==> src/rtl/burst_load.sv <==
// burst_load: takes one load-burst instruction and reads one INCR burst per enabled SMC
// over AXI, writing every returned beat into the UR file.
// Ports: instruction in (ldb_u_*), completion out (ldb_d_*), AXI AR/R master, UR write port.
// Latency: accept -> arvalid next cycle; R beat -> ur_we next cycle. Backpressure: arready/rvalid/ldb_d_ready stall the FSM.
module burst_load #(
  parameter int ADDR_WIDTH  = 32,
  parameter int DATA_WIDTH  = 128,
  parameter int SMC_COUNT   = 6,
  parameter int UR_BYTE_CNT = 16,
  parameter int INTLV_STEP  = 64
) (
  input  logic                   clk,
  input  logic                   rst,
  input  logic                   ldb_u_valid,
  output logic                   ldb_u_ready,
  input  logic [SMC_COUNT-1:0]   ldb_u_smc_strb,
  input  logic [3:0]             ldb_u_byte_strb,
  input  logic [1:0]             ldb_u_brst,
  input  logic [ADDR_WIDTH-1:0]  ldb_u_gr_base_addr,
  input  logic [3:0]             ldb_u_ur_id,
  input  logic [10:0]            ldb_u_ur_addr,
  output logic                   ldb_d_valid,
  input  logic                   ldb_d_ready,
  output logic                   ldb_d_done,
  output logic                   ldb_d_err,
  output logic                   axi_arvalid,
  input  logic                   axi_arready,
  output logic [ADDR_WIDTH-1:0]  axi_araddr,
  output logic [7:0]             axi_arlen,
  output logic [2:0]             axi_arsize,
  output logic [1:0]             axi_arburst,
  input  logic                   axi_rvalid,
  output logic                   axi_rready,
  input  logic [DATA_WIDTH-1:0]  axi_rdata,
  input  logic [1:0]             axi_rresp,
  input  logic                   axi_rlast,
  output logic                   ur_we,
  output logic [3:0]             ur_id,
  output logic [10:0]            ur_addr,
  output logic [DATA_WIDTH-1:0]  ur_wdata,
  output logic [UR_BYTE_CNT-1:0] ur_wstrb
);

  localparam int IDX_W = (SMC_COUNT > 1) ? $clog2(SMC_COUNT) : 1;

  typedef enum logic [1:0] {S_IDLE, S_AR, S_R, S_DONE} state_t;

  state_t                  state_q, state_d;
  logic [SMC_COUNT-1:0]    pend_q, pend_d;
  logic [1:0]              brst_q, brst_d;
  logic [3:0]              bstrb_q, bstrb_d;
  logic [ADDR_WIDTH-1:0]   base_q, base_d;
  logic [3:0]              id_q, id_d;
  logic [10:0]             wptr_q, wptr_d;   // address of the next beat to be written
  logic [2:0]              beat_q, beat_d;
  logic                    err_q, err_d;
  logic                    we_q, we_d;
  logic [10:0]             waddr_q, waddr_d;
  logic [DATA_WIDTH-1:0]   wdata_q, wdata_d;
  logic [UR_BYTE_CNT-1:0]  wstrb_q, wstrb_d;

  logic [2:0]              last_beat;
  logic [IDX_W-1:0]        idx;
  logic [UR_BYTE_CNT-1:0]  strb_mask;
  logic [SMC_COUNT-1:0]    pend_clr;

  always_comb begin
    case (brst_q)
      2'd0:    last_beat = 3'd0;
      2'd1:    last_beat = 3'd1;
      2'd2:    last_beat = 3'd3;
      default: last_beat = 3'd7;
    endcase
  end

  // Lowest pending SMC. Pending only changes on the last beat of a burst,
  // so the same index drives both the AR fields and the bit cleared in R.
  always_comb begin
    idx = '0;
    for (int i = SMC_COUNT - 1; i >= 0; i--) begin
      if (pend_q[i]) idx = IDX_W'(i);
    end
  end

  // Byte-enable code 0 means the full UR word; otherwise the low n bytes.
  always_comb begin
    strb_mask = '0;
    for (int b = 0; b < UR_BYTE_CNT; b++) begin
      strb_mask[b] = (bstrb_q == 4'd0) || (b < int'(bstrb_q));
    end
  end

  assign pend_clr = pend_q & ~(SMC_COUNT'(1) << idx);

  always_comb begin
    state_d = state_q;
    pend_d  = pend_q;
    brst_d  = brst_q;
    bstrb_d = bstrb_q;
    base_d  = base_q;
    id_d    = id_q;
    wptr_d  = wptr_q;
    beat_d  = beat_q;
    err_d   = err_q;
    we_d    = 1'b0;
    waddr_d = waddr_q;
    wdata_d = wdata_q;
    wstrb_d = wstrb_q;
    case (state_q)
      S_IDLE: begin
        if (ldb_u_valid) begin
          pend_d  = ldb_u_smc_strb;
          brst_d  = ldb_u_brst;
          bstrb_d = ldb_u_byte_strb;
          base_d  = ldb_u_gr_base_addr;
          id_d    = ldb_u_ur_id;
          wptr_d  = ldb_u_ur_addr;
          beat_d  = 3'd0;
          err_d   = 1'b0;
          state_d = (ldb_u_smc_strb == '0) ? S_DONE : S_AR;
        end
      end
      S_AR: begin
        if (axi_arready) begin
          beat_d  = 3'd0;
          state_d = S_R;
        end
      end
      S_R: begin
        if (axi_rvalid) begin
          we_d    = 1'b1;
          waddr_d = wptr_q;
          wptr_d  = wptr_q + 11'd1;
          wdata_d = axi_rdata;
          wstrb_d = strb_mask;
          // Only the local beat count ends a burst; a misplaced rlast is just flagged.
          if (axi_rresp != 2'b00) err_d = 1'b1;
          if (axi_rlast != (beat_q == last_beat)) err_d = 1'b1;
          if (beat_q == last_beat) begin
            pend_d  = pend_clr;
            state_d = (pend_clr != '0) ? S_AR : S_DONE;
          end else begin
            beat_d = beat_q + 3'd1;
          end
        end
      end
      S_DONE: begin
        if (ldb_d_ready) state_d = S_IDLE;
      end
      default: state_d = S_IDLE;
    endcase
  end

  always_ff @(posedge clk or posedge rst) begin
    if (rst) begin
      state_q <= S_IDLE;
      pend_q  <= '0;
      brst_q  <= '0;
      bstrb_q <= '0;
      base_q  <= '0;
      id_q    <= '0;
      wptr_q  <= '0;
      beat_q  <= '0;
      err_q   <= 1'b0;
      we_q    <= 1'b0;
      waddr_q <= '0;
      wdata_q <= '0;
      wstrb_q <= '0;
    end else begin
      state_q <= state_d;
      pend_q  <= pend_d;
      brst_q  <= brst_d;
      bstrb_q <= bstrb_d;
      base_q  <= base_d;
      id_q    <= id_d;
      wptr_q  <= wptr_d;
      beat_q  <= beat_d;
      err_q   <= err_d;
      we_q    <= we_d;
      waddr_q <= waddr_d;
      wdata_q <= wdata_d;
      wstrb_q <= wstrb_d;
    end
  end

  assign ldb_u_ready = (state_q == S_IDLE);
  assign ldb_d_valid = (state_q == S_DONE);
  assign ldb_d_done  = (state_q == S_DONE) && ldb_d_ready;
  assign ldb_d_err   = err_q;
  assign axi_arvalid = (state_q == S_AR);
  assign axi_araddr  = (state_q == S_AR)
                       ? base_q + ADDR_WIDTH'(idx) * ADDR_WIDTH'(INTLV_STEP)
                       : '0;
  assign axi_arlen   = {5'd0, last_beat};
  assign axi_arsize  = 3'($clog2(UR_BYTE_CNT));
  assign axi_arburst = 2'b01;
  assign axi_rready  = (state_q == S_R);
  assign ur_we       = we_q;
  assign ur_id       = id_q;
  assign ur_addr     = waddr_q;
  assign ur_wdata    = wdata_q;
  assign ur_wstrb    = wstrb_q;

endmodule

==> config.mk <==
export PLATFORM = sky130hd
export DESIGN_NAME = burst_load
export DESIGN_NICKNAME = d
export VERILOG_FILES = /design/src/rtl/burst_load.sv
export SDC_FILE = /design/constraint.sdc
export NUM_CORES = 1
export LEC_CHECK = 0
export ABC_AREA = 0
export CAP_MARGIN = 20
export CELL_PAD_IN_SITES_DETAIL_PLACEMENT = 1
export CELL_PAD_IN_SITES_GLOBAL_PLACEMENT = 1
export CORE_MARGIN = 4
export CORE_UTILIZATION = 29
export CTS_BUF_LIST = sky130_fd_sc_hd__clkbuf_4 sky130_fd_sc_hd__clkbuf_8
export DETAILED_ROUTE_END_ITERATION = 10
export HOLD_SLACK_MARGIN = 0.1
export PLACE_DENSITY = 0.81
export RECOVER_POWER = 50
export REMOVE_ABC_BUFFERS = 1
export SETUP_SLACK_MARGIN = 0.15
export SYNTH_ARGS = -nofsm -noshare
export SYNTH_HDL_FRONTEND = slang
export SYNTH_SLANG_ARGS = --single-unit
==> constraint.sdc <==
create_clock -name clk -period 9 [get_ports clk]
set_clock_uncertainty 0.2 [all_clocks]
set_input_delay 2.7 -clock clk [delete_from_list [all_inputs] [get_ports clk]]
set_output_delay 2.7 -clock clk [all_outputs]
set_load 0.005 [all_outputs]
Yosys cells after proc, flatten, opt, wreduce, memory -nomap -nowiden
Cells that the tools add are included.

Add/sub/neg operators: 3. $lt $le $gt $ge: 15. Equal/unequal tests: 14. Shifts and indexed selects: 1. Multiplexer cells: 35. Bitwise operators: 2. Reduce and logical (&&, ||, !) cells: 31.

Operators with widths (count): 32-bit by 9-bit adder with 32-bit output (1); 32-bit 2-to-1 mux (1); 3-bit 2-to-1 mux (10); 4-bit less-than comparator, first input constant (7); 11-bit 2-to-1 mux (2); 11-bit case mux with 2 select lines (1); 6-bit 2-to-1 mux (3); 3-bit case mux with 3 select lines (2); 3-bit by 4-bit less-than comparator with 1-bit output, first input constant (4); 1-bit logical OR (15); 2-bit 2-to-1 mux (7); 6-bit case mux with 2 select lines (1); 11-bit by 1-bit adder with 11-bit output, second input constant (1); 5-bit AND reduction (2); 1-bit by 4-bit less-than comparator with 1-bit output, first input constant (2); 2-bit by 4-bit less-than comparator with 1-bit output, first input constant (2); 2-bit case mux with 4 select lines (1); 4-bit AND reduction (2); 6-bit AND (1); 2-bit == test, second input constant (3); 6-bit zero test (1); 1-bit 2-to-1 mux (6); 2-bit by 1-bit != test with 1-bit output, second input constant (3); 2-bit != test, second input constant (3); 16 further kinds (20).

Bits in registers: 221. Bits of input ports: 196.

Longest topological paths before layout
Gate-level depths: netlist (run 1).

Word-level depth: 14. Mapped depth: 13. Depth with buffers taken out: 13.

Least setup slack after synthesis (run 1)
Ideal clock, no wire load.

Kind: input -> output. Start: input ldb_d_ready. End: output ldb_d_done. Arrival: 2.867 ns. Required time: 6.100 ns. Setup slack: 3.233 ns. Stages on the path: 1. Cell sequence: and3_1.

Cells in the longest elaborated chain, start to end: 1.

Ends and longest elaborated chain: start, declared (line 23) `input logic ldb_d_ready,`; 1-bit logical AND (line 188) `assign ldb_d_done = (state_q == S_DONE) && ldb_d_ready;`; end, declared (line 24) `output logic ldb_d_done,`.

Every way passes these cells.

Worst setup path in the final report (run 1)
Start: input axi_rvalid. End: register wstrb_q[8], in the netlist ur_wstrb[8].

Cells in the longest elaborated chain, start to end: 1.

Ends and longest elaborated chain: start, declared (line 32) `input logic axi_rvalid,`; 2-bit AND reduction (no line); end signal, assigned (line 182) `wstrb_q <= wstrb_d;`; end, declared (line 60) `logic [UR_BYTE_CNT-1:0] wstrb_q, wstrb_d;`.

Every way passes these cells. A chain may end at the register's enable or synchronous reset.

==> impl_metrics.ini, run 1 <==
[power]
leakage_nw = 6.816
peakVddDrop_v = 0.0001697
powerDensity_nw_per_um2 = 331.7

[routing]
viasPerCell = 4.613
drtPass1Iterations = 4
route.vias.total = 8907
drt_iter0_drc = 284
detail-route-antenna-nets = 0
routed_wl_um = 33930
route.detailed.drc = 0
wl_per_cell_um = 17.57

[yosys]
synth_edf_count = 0
syn_area_um2 = 9707
synth_cell_types = 51
synthTopCellsByArea = dfrtp_1 57%, nand2_1 18%, mux2_2 4.4%
synth_top_flop_cell = dfrtp_1
synthArstFlopShare_pct = 100.0
synthMostInstantiatedCell = nand2_1
synth_top_area_cell = dfrtp_1
synthSimpleGateAreaFrac_pct = 26.26
synthCells = 1073
synth_top_area_share_pct = 56.97
yosysWarnings = 0
ys_seq_area_share_pct = 56.97
synth_top_family_by_area = simple AND/OR/NAND/NOR gates
synth-compound-area-share_pct = 5.723
synth_xor_xnor_area_share_pct = 1.895
ys_ff_latch = 221
synthTopCellsByCount = 465 x nand2_1, 221 x dfrtp_1, 54 x nor2_1
synth_area_per_cell_um2 = 9.046
synthAdderAreaFrac_pct = 0.8507
synthMuxAreaShare_pct = 4.615

[critical_path]
critical_path.startpoint = axi_rvalid
crit_family = buffers and inverters
path_buf_inv = 3
cp.required_ns = 9.24
end_kind = register
cpMaxStageDelayCell = nand2_1
cp-start-kind = input port
worstPathArrival_ns = 7.04
crit_chain = dlygate4sd3_1 > nand2_1 > inv_4 > buf_4 > nor2_1 > a31oi_1
path_class = in -> reg
crit_path_max_incr_delay_ns = 1.39
rr_startpoint = state_q[1]
critPathMaxFanout = 73

[timing]
post-route-period-util_pct = 75.57
fin_setup_tns_ns = 0
finalWorstSetupSlack_ns = 2.199
slew_violations = 156
fmax_mhz = 147.0
rsz0062_at_grt = false
setup_viol = 0
relSlewSlack_pct = -81.20
fin_crit_ns = 6.801
tightest_slew_ns = 2.718
hold_viol = 0
hold_slack_ns = 0.2638

[place]
gp_congestion = 0.7682
dp_hpwl_um = 24680
dpl.cell_count = 1861
pre_cts_ws_ns = 2.245
io_buffer_count = 396

[clock_tree]
clockBufferDepth = 3
htreeDepth = 2
cts.clk_slew.worst_paths_ns = 0.05
clock_latency_ns = 0.52
cts_buffers = 41
cts_root_buf = clkbuf_8
post_cts_resized = 0
holdBufCountCts = 0
cts_sinks = 221
cts_tree = done
post-cts-setup-buffers = 0

[layout]
final_core_util_pct = 45.33
multiInputGateArea_um2 = 3856
area_delta_synth_final_pct = 53.11
seqCellArea_um2 = 5530
fin_cells = 1931
fin_nets = 1664
drive_above_1_share_pct = 8.406
n_fill_cell = 3782

[global_routing]
grt_max_degree = 126
grt-ovfl-total = 0
grt_pass1_vias = 9870
grt.total_usage_pct = 18.01
antenna_found_initial = 1
grt_pass1_wl_um = 53140

[hold_path]
worstHoldStart = ur_wdata[85]
hp-class = reg -> reg

[floorplan]
io_pins = 407
fp.dieArea_um2 = 36460
die_w_um = 191.0
rows = 66
die-height_um = 191.0
floorplan.initialDensity_pct = 29.61
core_um2 = 32780

[run_status]
violations = max-capacitance violations, max-slew violations
status = finished, violations left

[job]
cap_viol_max_count = 3
[tightest hold or removal path, cell delays in order (launching register included)]
cell and delay [ns]:
dfrtp_1 0.33, nand2_1 0.05, nand2_1 0.05
[power breakdown]
group / total, mW / switching (mW) / internal [mW] / leakage (nW)
combinational: 2.09 / 1.00 / 1.08 / 3.67
sequential: 1.85 / 0.375 / 1.47 / 2.70
clock: 0.997 / 0.418 / 0.580 / 0.445
total: 4.93 / 1.79 / 3.14 / 6.82
[path summary, 6_finish.rpt]
path,cells after the start,end,slack [ns]
worst max-delay path,6,ur_wstrb[8],2.20
worst min-delay path,2,ur_wdata[85],0.26
worst max register to register,7,ur_wstrb[8],3.10
worst min register to register,2,ur_wdata[85],0.26
max in group asynchronous,3,ur_wdata[70],3.89
min in group asynchronous,2,ur_wdata[84],2.60
[flip-flops by register name (all words and copies together) (netlist names), 4 cells and up]
name and cells:
ur_wdata 128, ur_addr 11, base_q 32, wptr_q 11
ur_wstrb 16, bstrb_q 4, pend_q 6, ur_id 4
[through the flow]
stage	total power, mW	area, µm²
2_1_floorplan	2.766	9443
3_3_place_gp	3.941	14040
3_5_place_dp	4.063	14040
4_1_cts	5.100	14880
5_1_grt	5.331	14860
6_report	4.930	14860
[cell usage in the layout, fill, tap and decap left out, types with 3 or more instances in the layout]
master / count
nor3_1: 14
inv_1: 13
o21ai_0: 36
dfrtp_1: 221
clkdlybuf4s50_1: 296
clkinv_2: 3
nor4_1: 4
o211ai_1: 3
nand2_1: 465
a21oi_1: 26
a31oi_1: 7
clkbuf_1: 3
nand2b_1: 6
or3_1: 4
nand4_1: 7
and4_1: 3
xor2_1: 5
clkbuf_4: 13
dlygate4sd3_1: 100
clkbuf_8: 50
and2_1: 9
nor3b_2: 3
nand3_1: 17
nor4b_1: 3
mux2_2: 37
nor2b_1: 5
conb_1: 10
ha_1: 5
nor2_1: 54
o22ai_1: 8
xnor2_1: 16
buf_4: 5
[per-layer routing]
metal | up-vias | GRT usage [%] | wire [µm]
li1 | 4227 | - | -
met1 | 4307 | 20.64 | 13200
met2 | 294 | 31.56 | 16710
met3 | 79 | 6.118 | 2915
met4 | 0 | 6.022 | 1110
met5 | - | 0 | 0
[kinds of logic (layout without fill, tap and decap cells)]
kind of cell,Yosys count,in the layout
buffers and inverters,81,487
other,2,12
muxes,40,40
DFF,221,221
xor gates and xnor gates,21,21
and+or+nand+nor,607,607
AOI/OAI and AO/OA,95,95
adders and majority gates,6,6
[final cells by class]
class	instances	area share (%)
multi-input combinational	779	25.95
antenna	2	0.03368
tap	442	3.721
sequential	221	37.21
inverter	15	0.4462
timing repair buffer	404	27.00
clock inverter	5	0.3536
clock buffer	63	5.287
No activity file was read; power rests on OpenSTA's default activity.
==> run 2: changes to the inputs <==
- CORE_UTILIZATION: 29 -> 32
- PLACE_DENSITY: 0.81 -> 0.85
- clock period: 9 -> 6.91 ns (I/O delays scaled with it)
==> run 2 against run 1 <==
Effect of this change: the run still ends with max-capacitance violations, max-slew violations left; clock power is 37% higher; clock-buffer cell count is 6 higher; non-clock buffer count is 2 lower; register-to-register slack worse by 1.8 ns; die area is 9.0% lower; utilization is 4.6 points higher; largest cell class unchanged.
==> impl_metrics.ini, run 2 (synthesized netlist as in run 1, its figures left out) <==
[critical_path]
end_kind = output port
rr_startpoint = state_q[1]
cp.required_ns = 4.64
rr_endpoint = ur_wdata[10]
ff2ff_path_depth = 7
cp-start-kind = register
r2r_slack_ns = 1.35
path_class = reg -> out
critPathMaxFanout = 8
worstPathArrival_ns = 3.76

[layout]
fin_nets = 1664
area_delta_synth_final_pct = 53.21
drive_above_1_share_pct = 8.841
final_core_util_pct = 49.91
layout_common_cells = 465 x nand2_1, 345 x clkdlybuf4s50_1, 221 x dfrtp_1, 57 x clkbuf_8, 54 x nor2_1
n_fill_cell = 3408
final_common_cell = nand2_1
largest_reg_flops = 128

[place]
dp_hpwl_um = 24550
io_buffer_count = 396
gp_congestion = 0.8703

[floorplan]
floorplan.initialDensity_pct = 32.58
core_um2 = 29800
io_pins = 407
die_w_um = 182.2
rows = 63
fp.dieArea_um2 = 33180
die-height_um = 182.2

[clock_tree]
cts_root_buf = clkbuf_8
clockBufferDepth = 3
cts.clk_slew.worst_paths_ns = 0.06
clock_latency_ns = 0.53
cts_sinks = 221
cts_buffers = 43
cts_tree = done
post-cts-setup-buffers = 0
post_cts_resized = 0
htreeDepth = 2
holdBufCountCts = 0

[timing]
tightest_slew_ns = 2.954
hold_viol = 0
hold_slack_ns = 0.2658
post-route-period-util_pct = 87.27
setup_viol = 0
relSlewSlack_pct = -96.94
slew_violations = 267
rsz0062_at_grt = false
fmax_mhz = 165.8
fin_crit_ns = 6.031

[power]
p_sw_share_pct = 36.33
powerDensity_nw_per_um2 = 441.3
internal-power_mw = 4.179
seqPwrFrac_pct = 37.0
p_switching_mw = 2.384
leakage_nw = 6.786
power_frac_clock_pct = 20.9
total_power_mw = 6.563
peakVddDrop_v = 0.0002143
p_comb_share_pct = 42.1

[routing]
drtPass1Iterations = 4
route.vias.total = 9035
detail-route-antenna-nets = 0
drt_iter0_drc = 301
viasPerCell = 4.796
routed_wl_um = 34400
route.detailed.drc = 0
wl_per_cell_um = 18.26

[global_routing]
antenna_found_initial = 2
grt_pass1_vias = 9909
grt.total_usage_pct = 20.16
grt-ovfl-total = 0
grt_max_degree = 137
grt_pass1_wl_um = 54480

[job]
cap_viol_max_count = 4

[hold_path]
hp-class = reg -> reg
worstHoldEndpoint = ur_wdata[30]
worstHoldStart = ur_wdata[30]
hold_depth = 2

[run_status]
status = finished, violations left
violations = max-capacitance violations, max-slew violations
==> run 2: how the worst max path moves through the flow <==
stage / endpoint / start / depth (start not counted) / slack (ns)
2_1_floorplan: base_q[0] / rst / 1 / -1.41
3_3_place_gp: ldb_d_done / ldb_d_ready / 3 / 1.43
3_5_place_dp: ldb_d_done / ldb_d_ready / 3 / 1.41
4_1_cts: axi_araddr[31] / pend_q[2] / 9 / 0.81
5_1_grt: ur_wdata[62] / rst / 3 / 0.54
6_report: axi_araddr[31] / pend_q[2] / 9 / 0.88
==> run 2: through the flow <==
stage | instances | setup slack [ns] | TNS [ns] | area, µm²
after floorplan | 1015 | -1.412 | -330.68 | 9443
after global placement | 1807 | 1.429 | 0 | 13980
after detailed placement | 1807 | 1.408 | 0 | 13980
after CTS | 1883 | 0.8124 | 0 | 14900
after global routing | 1884 | 0.5363 | 0 | 14870
final | 1884 | 0.8794 | 0 | 14870
==> run 2: metal layers <==
metal  vias to the layer above  part of all wire, %  global-route usage [%]  wire, µm
li1                       4230                    -                       -         -
met1                      4408                   39                   23.58     13460
met2                       321                   50                   36.01     17370
met3                        74                  7.2                   5.701      2483
met4                         2                  3.1                   5.974      1078
met5                         -                0.020                       0         7
==> run 2: power by group through the flow <==
stage          Clock, mW  Combinational [mW]  Sequential (mW)
6_report            1.37                2.76             2.43
2_1_floorplan          0                1.23             2.38
3_3_place_gp           0                2.73             2.40
5_1_grt             1.48                3.06             2.53
3_5_place_dp           0                2.84             2.45
4_1_cts             1.42                2.86             2.44
==> run 2: worst max-delay path, cell delays in order, from the launching register on <==
cell and delay, ns:
dfrtp_1 0.45, nor4_2 0.50, o21a_1 0.23, ha_1 0.25, a211oi_1 0.12, nor4_4 0.50
nand2_2 0.14, or3_1 0.37, a21oi_1 0.15, clkdlybuf4s50_1 0.52
==> run 2: layout make-up <==
cell class	count	area, µm²	share of cell area [%]
flip-flops and latches	221	5530	37.19
repair buffers	402	4014	26.99
multi-input cells	779	3856	25.93
clock buffers	69	874.6	5.881
well taps	390	488.0	3.281
inverters	15	62.56	0.4207
clock inverters	7	43.79	0.2945
diodes	1	2.502	0.01683
